## config.mk

```make
export PLATFORM = sky130hd
export DESIGN_NAME = cache_mem_arbiter
export DESIGN_NICKNAME = d
export VERILOG_FILES = /design/src/rtl/cache_mem_arbiter.sv
export SDC_FILE = /design/constraint.sdc
export NUM_CORES = 1
export LEC_CHECK = 0
export BUFFER_PORTS_ARGS = -buffer_cell sky130_fd_sc_hd__buf_2
export CAP_MARGIN = 10
export CORE_AREA = 2 2 537 539
export DETAILED_ROUTE_END_ITERATION = 10
export DIE_AREA = 0 0 539 541
export PLACE_DENSITY = 0.31
export SYNTH_ARGS = -nofsm -noshare
export SYNTH_HDL_FRONTEND = slang
export SYNTH_SLANG_ARGS = --single-unit
```

## constraint.sdc

```tcl
create_clock -name clk -period 1.8 [get_ports clk]
set_input_delay 0.09 -clock clk [delete_from_list [all_inputs] [get_ports clk]]
set_output_delay 0.09 -clock clk [all_outputs]
set_load 0.01 [all_outputs]
```

## src/rtl/cache_mem_arbiter.sv

```systemverilog
// Shares one cacheline-wide memory port between icache fills and dcache fills/writebacks.
// One transaction at a time; every output comes straight from a register.
module cache_mem_arbiter #(
  parameter int unsigned ADDR_W = 32,
  parameter int unsigned LINE_W = 256,
  parameter bit          RR_EN  = 1'b1
) (
  input  logic              clk,
  input  logic              rst,
  input  logic              i_read,
  input  logic [ADDR_W-1:0] i_address,
  output logic [LINE_W-1:0] i_rdata,
  output logic              i_resp,
  input  logic              d_read,
  input  logic              d_write,
  input  logic [ADDR_W-1:0] d_address,
  input  logic [LINE_W-1:0] d_wdata,
  output logic [LINE_W-1:0] d_rdata,
  output logic              d_resp,
  output logic              mem_read,
  output logic              mem_write,
  output logic [ADDR_W-1:0] mem_address,
  output logic [LINE_W-1:0] mem_wdata,
  input  logic [LINE_W-1:0] mem_rdata,
  input  logic              mem_resp
);

  typedef enum logic [1:0] {IDLE, I_BUSY, D_BUSY, DONE} state_e;

  state_e            state_q;
  logic              last_grant_d_q;
  logic              mem_read_q;
  logic              mem_write_q;
  logic [ADDR_W-1:0] mem_address_q;
  logic [LINE_W-1:0] mem_wdata_q;
  logic [LINE_W-1:0] i_rdata_q;
  logic [LINE_W-1:0] d_rdata_q;
  logic              i_resp_q;
  logic              d_resp_q;

  logic i_req;
  logic d_req;
  logic grant_d;

  assign i_req = i_read;
  assign d_req = d_read | d_write;

  // Contention goes to whichever side did not win last time, or always to the dcache.
  always_comb begin
    grant_d = 1'b0;
    if (d_req && !i_req) begin
      grant_d = 1'b1;
    end else if (d_req && i_req) begin
      grant_d = RR_EN ? !last_grant_d_q : 1'b1;
    end
  end

  always_ff @(posedge clk or negedge rst) begin
    if (!rst) begin
      state_q        <= IDLE;
      last_grant_d_q <= 1'b0;
      mem_read_q     <= 1'b0;
      mem_write_q    <= 1'b0;
      mem_address_q  <= '0;
      mem_wdata_q    <= '0;
      i_rdata_q      <= '0;
      d_rdata_q      <= '0;
      i_resp_q       <= 1'b0;
      d_resp_q       <= 1'b0;
    end else begin
      case (state_q)
        IDLE: begin
          if (i_req || d_req) begin
            if (grant_d) begin
              state_q        <= D_BUSY;
              last_grant_d_q <= 1'b1;
              mem_address_q  <= d_address;
              // A simultaneous read+write is serviced as the writeback.
              mem_write_q    <= d_write;
              mem_read_q     <= !d_write;
              if (d_write) begin
                mem_wdata_q <= d_wdata;
              end
            end else begin
              state_q        <= I_BUSY;
              last_grant_d_q <= 1'b0;
              mem_address_q  <= i_address;
              mem_read_q     <= 1'b1;
              mem_write_q    <= 1'b0;
            end
          end
        end
        I_BUSY: begin
          if (mem_resp) begin
            mem_read_q <= 1'b0;
            i_rdata_q  <= mem_rdata;
            i_resp_q   <= 1'b1;
            state_q    <= DONE;
          end
        end
        D_BUSY: begin
          if (mem_resp) begin
            if (mem_read_q) begin
              d_rdata_q <= mem_rdata;
            end
            mem_read_q  <= 1'b0;
            mem_write_q <= 1'b0;
            d_resp_q    <= 1'b1;
            state_q     <= DONE;
          end
        end
        DONE: begin
          // Extra cycle lets the requester drop its request before IDLE samples again.
          i_resp_q <= 1'b0;
          d_resp_q <= 1'b0;
          state_q  <= IDLE;
        end
        default: state_q <= IDLE;
      endcase
    end
  end

  assign i_rdata     = i_rdata_q;
  assign i_resp      = i_resp_q;
  assign d_rdata     = d_rdata_q;
  assign d_resp      = d_resp_q;
  assign mem_read    = mem_read_q;
  assign mem_write   = mem_write_q;
  assign mem_address = mem_address_q;
  assign mem_wdata   = mem_wdata_q;

  always @(posedge clk) begin
    assert (!(d_read && d_write))
      else $warning("cache_mem_arbiter: d_read and d_write both high, serviced as a writeback");
  end

endmodule

```

==> results.json, run 1 <==
{
  "grt_max_degree": 115,
  "cts-root-buf": "clkbuf_16",
  "cellInternalPower_w": 0.0624,
  "drt_iter0_drc": 1098,
  "area_growth_pct": 84.2,
  "placed_cells": 7012,
  "row_count": 197,
  "clkPwrFrac": 0.223,
  "crit_path_end_kind": "flip-flop",
  "cpPeakStageDelay_ns": 0.39,
  "synthCells": 1804,
  "ys.warnings.count": 0,
  "drt_pass1_iterations": 4,
  "cts_tree": "built",
  "ys_ff_latch": 807,
  "gp_congestion": 0.828,
  "maxSlewHeadroom": 0.476,
  "synth.distinct_cells": 29,
  "synth_fp_nets": 2391,
  "nNetsFinal": 4785,
  "period_needed_ns": 1.92,
  "io_pins": 1386,
  "drt-wirelength-per-cell_um": 23.9,
  "startpoint": "state_q[0]$_DFFE_PN0P_",
  "worstPathArrival_ns": 2.59,
  "die_area_um2": 292000,
  "path_max_fanout": 8,
  "viasPerCell": 3.17,
  "critical_path.top_delay_family": "buffers and inverters",
  "crit_slowest_cell": "dfrtp_1",
  "routed_wl_mm": 193,
  "worst_hold_path_type": "in -> reg",
  "ir_worst_vdd_v": 0.000803,
  "first_global_vias": 27627,
  "grt.overflow.total": 0,
  "crit_end": "d_rdata[185]$_DFFE_PN0P_",
  "cts_buffer_depth": 4,
  "skew_ns": 0.0435,
  "die_width_um": 539,
  "reg2reg_slack_ns": -0.12,
  "final_max_slew_viol_count": 0,
  "cp_cell_sequence": "inv_2, buf_6, ha_4, nand3_4, buf_12, buf_16, clkbuf_16, mux2_4",
  "leakagePower_nw": 27.1,
  "die_h_um": 541,
  "cts_sinks": 807,
  "p_comb_frac": 0.443,
  "rr_worst_depth": 8,
  "cts_made_buffers": 110,
  "ys_seq_area_frac": 0.643,
  "violations": "negative setup slack",
  "p_seq_frac": 0.334,
  "syn-mean-instance-area_um2": 17.4,
  "antenna_left": 0,
  "grt_pass1_wl_mm": 253,
  "dp_hpwl_mm": 153,
  "finalHoldViolCount": 0,
  "setup_violations": 486,
  "clk_pin_slew_worst_paths_ns": 0.06,
  "sw_frac_of_total": 0.364,
  "power.density_nw_per_um2": 1700,
  "final.period_utilization": 1.07,
  "r2r_start": "state_q[0]$_DFFE_PN0P_",
  "netlist_area_um2": 31400,
  "max_slew.worst_pin.slew_ns": 0.787,
  "start_util": 0.110,
  "cp_num_buf_inv": 5,
  "grt_usage": 0.126,
  "synth_edf_count": 0,
  "drive_gt1_frac": 0.600,
  "p_switching_w": 0.0357,
  "fin_ws_ns": -0.125,
  "htreeDepth": 3,
  "drc": 0,
  "antenna_found_initial": 129,
  "critPathRequiredTime_ns": 2.46,
  "clock_latency_ns": 0.82,
  "drv_cap": 0,
  "final-instance-count-excl-fill": 8105,
  "port_buffers": 1385,
  "core_area_um2": 286000,
  "outcome": "finished, violations left",
  "routed-via-count": 25668,
  "r2r-end": "d_rdata[185]$_DFFE_PN0P_",
  "rsz0062_at_grt": "true",
  "synth_ff_type": "dfrtp_1",
  "final_util": 0.202,
  "startpoint_type": "flip-flop",
  "finalSetupTns_ns": -24.52,
  "setup.worst_path.class": "reg -> reg",
  "async_reset_ff_frac": 1.00,
  "fmaxAchievable_mhz": 520,
  "cp.depth": 8
}
## sequential cells by signal, summed over array words and instances, names as in the netlist
register / flops
last_grant_d_q: 1
d_rdata: 256
mem_wdata: 256
mem_write: 1
i_resp: 1
mem_read: 1
d_resp: 1
mem_address: 32
i_rdata: 256
state_q: 2
## timing repair
item / in CTS / in global routing
resized for setup: 114 / 153
cloned: 20 / 23
pin swaps: 2 / 2
setup endpoints to repair: 660 / 738
buffers inserted: 47 / 20
hold endpoints to repair: 1614 / 0
hold buffers: 758 / 0
## stage by stage
step	instance area, um^2	hold WS [ns]	setup slack [ns]	total power (W)
4_1_cts	56600	0.0000124	-0.147	0.0986
3_3_place_gp	43900	0.322	-0.186	0.0718
6_report	57800	0.102	-0.125	0.0981
3_5_place_dp	43900	0.324	-0.152	0.0718
5_1_grt	57800	0.0431	-0.183	0.104
2_1_floorplan	31400	-0.206	0.0831	0.0506
## worst min path at each step
stage	start	to	slack, ns	cells past startpoint
finish	d_wdata[85]	mem_wdata[85]$_DFFE_PN0P_	0.10	3
global placement	d_wdata[231]	mem_wdata[231]$_DFFE_PN0P_	0.32	2
floorplan	rst	d_rdata[0]$_DFFE_PN0P_	-0.21	0
global route	d_wdata[140]	mem_wdata[140]$_DFFE_PN0P_	0.04	3
detailed placement	d_wdata[126]	mem_wdata[126]$_DFFE_PN0P_	0.32	2
CTS	mem_rdata[239]	i_rdata[239]$_DFFE_PN0P_	0.00001	3
## cells by family (layout without fill, tap and decap cells)
family                     count (synthesis)  after routing  share of synthesized area
buffers and inverters                    100           2578                     0.0273
DFF                                      807            807                      0.643
other                                      0             42                          0
muxes                                    800            800                      0.313
and+or+nand+nor                           44             44                    0.00578
AOI/OAI and AO/OA                         48             48                    0.00869
adders and majority gates                  5              5                    0.00199
## synth_stat cells (2+ instances only)
cell type	number	area [um^2]
buf_6	5	56.3
mux2_4	229	3440
inv_1	5	18.8
buf_12	22	440
mux2_2	539	6070
nand2_1	37	139
a21oi_1	3	15.0
clkbuf_1	6	22.5
buf_2	59	295
dfrtp_1	807	20200
nor2b_1	2	12.5
buf_4	3	22.5
o21ai_0	36	180
ha_1	5	62.6
mux2i_1	32	320
## cells in the final DEF (no fill, tap or decap), types with 2 or more instances in the layout
cell,instances
buf_16,35
mux2i_1,32
buf_6,26
nor2b_1,2
clkbuf_8,28
inv_1,3
buf_2,1383
ha_4,3
a21oi_1,3
clkbuf_16,130
bufinv_16,4
o21ai_0,36
buf_4,70
clkinvlp_4,6
inv_2,2
mux2_4,333
dfrtp_1,807
clkinv_2,17
diode_2,42
mux2_2,435
dlygate4sd3_1,758
buf_8,23
clkinv_8,2
buf_12,62
ha_1,2
clkinv_4,2
clkbuf_1,25
nand2_1,36
## layout make-up
class,count,area (um^2)
clock inverters,32,309
multi-input cells,897,10800
well taps,3781,4730
flip-flops and latches,807,20200
clock buffers,164,3260
inverters,5,18.8
diodes,42,105
fillers,31200,229000
repair buffers,2377,18400
## power groups by stage
| stage | Sequential [W] | Combinational, W | Clock (W) |
|---|---|---|---|
| 2_1_floorplan | 0.0364 | 0.0143 | 0 |
| 3_3_place_gp | 0.0328 | 0.0390 | 0 |
| 3_5_place_dp | 0.0328 | 0.0390 | 0 |
| 4_1_cts | 0.0327 | 0.0429 | 0.0229 |
| 5_1_grt | 0.0339 | 0.0461 | 0.0235 |
| 6_report | 0.0328 | 0.0435 | 0.0219 |
## per-layer routing
layer  global-route usage  vias up  part of all wire
li1                     -    11256                 -
met1                0.155    12947              0.42
met2                0.206     1183              0.46
met3               0.0491      230             0.094
met4               0.0287       52             0.021
met5                    0        -            0.0017
## tightest hold or removal path: cells and delay by family
family | cells | cell delay (ns)
buffers and inverters | 2 | 0.67
multiplexers | 1 | 0.12
(Power assumes the default switching activity.)
==> run 2, diff against run 1 <==
--- a/config.mk
+++ b/config.mk
@@ -10,6 +10,8 @@
 export CORE_AREA = 2 2 537 539
 export DETAILED_ROUTE_END_ITERATION = 10
 export DIE_AREA = 0 0 539 541
+export GPL_TIMING_DRIVEN = 0
+export MAX_ROUTING_LAYER = met4
 export PLACE_DENSITY = 0.31
 export SYNTH_ARGS = -nofsm -noshare
 export SYNTH_HDL_FRONTEND = slang
==> run 2 against run 1 <==
The run ends with negative hold slack, negative setup slack left. Global-route usage increased by 1.2 points. First-iteration DRC count increased by 6.1%. Cell count decreased by 0.56%. Critical path depth decreased by 1. Register-to-register slack about the same. Power increased by 1.9%. Cell area about the same. Clock skew decreased by 0.0044 ns. Critical endpoint is now mem_wdata[98]$_DFFE_PN0P_. Clock-buffer cell count increased by 3. Die area unchanged. Sequential power about the same.
==> results.json, run 2 (synthesis results as in run 1) <==
{
  "grt_usage": 0.137,
  "grt_pass1_wl_mm": 264,
  "worst_hold_path_type": "in -> async",
  "drv_cap": 0,
  "rsz0062_at_grt": "true",
  "dp_hpwl_mm": 161,
  "final.period_utilization": 1.07,
  "gp_congestion": 0.828,
  "path_max_fanout": 7,
  "wl_met2_mm": 95.4,
  "outcome": "finished, violations left",
  "drive_gt1_frac": 0.597,
  "setup_violations": 458,
  "multi_input_area_um2": 10800,
  "pre_cts_slack_ns": -1.61,
  "drt_iter0_drc": 1165,
  "layout_commonest_cell": "buf_2",
  "final-instance-count-excl-fill": 8060,
  "fin_ws_ns": -0.120,
  "drc": 0,
  "worstPathArrival_ns": 2.60,
  "finalHoldViolCount": 237,
  "max_slew.worst_pin.slew_ns": 0.715,
  "violations": "negative hold slack, negative setup slack",
  "cts-root-buf": "clkbuf_16",
  "cts_sinks": 807,
  "critPathRequiredTime_ns": 2.48,
  "placed_cells": 6980,
  "startpoint_type": "flip-flop",
  "die_width_um": 539,
  "row_count": 197,
  "final_max_slew_viol_count": 0,
  "nNetsFinal": 4732,
  "ir_worst_vdd_v": 0.000858,
  "fillers": 31129,
  "htreeDepth": 3,
  "finalSetupTns_ns": -25.71,
  "start_util": 0.110,
  "routed_wl_mm": 206,
  "antenna_found_initial": 118,
  "drt_pass1_iterations": 6,
  "wl_met1_mm": 88.9,
  "seqCellArea_um2": 20200,
  "antenna_left": 0,
  "cts_buffer_depth": 4,
  "viasPerCell": 3.18,
  "area_growth_pct": 84.1,
  "top_layer_used": "met4",
  "leakagePower_nw": 27.1,
  "finalPower_w": 0.100,
  "cts_tree": "built",
  "whs_ns": -0.823,
  "final_cell_mix": "buf_2 (1386), dfrtp_1 (805), dlygate4sd3_1 (757), mux2_2 (430), mux2_4 (338)",
  "setup.worst_path.class": "reg -> reg",
  "hold_buffers": 757,
  "cts_made_buffers": 113,
  "port_buffers": 1385,
  "routed-via-count": 25635,
  "skew_ns": 0.0391,
  "first_global_vias": 27749,
  "crit_path_end_kind": "flip-flop",
  "clock_latency_ns": 0.81,
  "io_pins": 1386,
  "grt.overflow.total": 0,
  "power.density_nw_per_um2": 1730,
  "core_area_um2": 286000,
  "maxSlewHeadroom": 0.523,
  "clk_pin_slew_worst_paths_ns": 0.06,
  "fmaxAchievable_mhz": 521,
  "grt_max_degree": 106,
  "drt-wirelength-per-cell_um": 25.6,
  "die_area_um2": 292000,
  "period_needed_ns": 1.92,
  "route.met3.wl_mm": 17.6,
  "die_h_um": 541
}
[run 2: cell count changes in the layout (fill, tap and decap cells not counted), sizes merged, moves of 2 or more]
cell / delta
buf: -69
clkbuf: +18
inv: +6
clkinvlp: -4
diode: +3
bufinv: +2
[run 2: repair_timing]
item,4_1_cts,5_1_grt
buffers inserted,13,19
pin swaps,2,1
hold endpoints to repair,1039,233
setup endpoints to repair,818,879
cloned,18,29
resized for setup,234,189
[run 2: critical path: stages (launching register included)]
cell,delay (ns)
dfrtp_2,0.46
inv_4,0.10
ha_4,0.15
and3_4,0.18
buf_12,0.16
buf_16,0.19
buf_16,0.17
mux2_4,0.31
[run 2: metal layers]
layer / track usage / vias to the layer above
met1: 0.167 / 13040
li1: - / 11197
met3: 0.0478 / 204
met2: 0.220 / 1194
met5: - / -
met4: 0.0282 / 0
[run 2: worst paths after layout]
path / from / slack (ns) / depth (start not counted) / end
min in group clk: d_wdata[252] / 0.09 / 3 / mem_wdata[252]$_DFFE_PN0P_
setup / recovery: state_q[1]$_DFFE_PN0P_ / -0.12 / 7 / mem_wdata[98]$_DFFE_PN0P_
hold reg to reg: mem_address[23]$_DFFE_PN0P_ / 0.48 / 2 / mem_address[23]$_DFFE_PN0P_
max in group asynchronous: rst / 0.39 / 5 / d_rdata[144]$_DFFE_PN0P_
setup reg to reg: state_q[1]$_DFFE_PN0P_ / -0.12 / 7 / mem_wdata[98]$_DFFE_PN0P_
hold / removal: rst / -0.82 / 1 / d_rdata[248]$_DFFE_PN0P_
[run 2: stage by stage]
| stage | area [um^2] | util |
|---|---|---|
| floorplan | 31400 | - |
| finish | 57800 | 0.202 |
| global route | 57800 | 0.202 |
| CTS | 56200 | 0.196 |
| detailed placement | 43300 | 0.151 |
| global placement | 43100 | 0.150 |
[run 2: cell type report]
class	instances	share of cell area
Antenna cell	45	0.00195
Buffer	93	0.0309
Clock buffer	167	0.0585
Clock inverter	37	0.00647
Inverter	5	0.000411
Multi-Input combinational cell	897	0.188
Sequential cell	807	0.349
Tap cell	3781	0.0819
Timing Repair Buffer	2228	0.283
[run 2: where the power goes]
| part | switching, W | internal [W] |
|---|---|---|
| logic | 0.0226 | 0.0218 |
| registers | 0.00513 | 0.0274 |
| clock network | 0.00925 | 0.0138 |
| total | 0.0370 | 0.0630 |
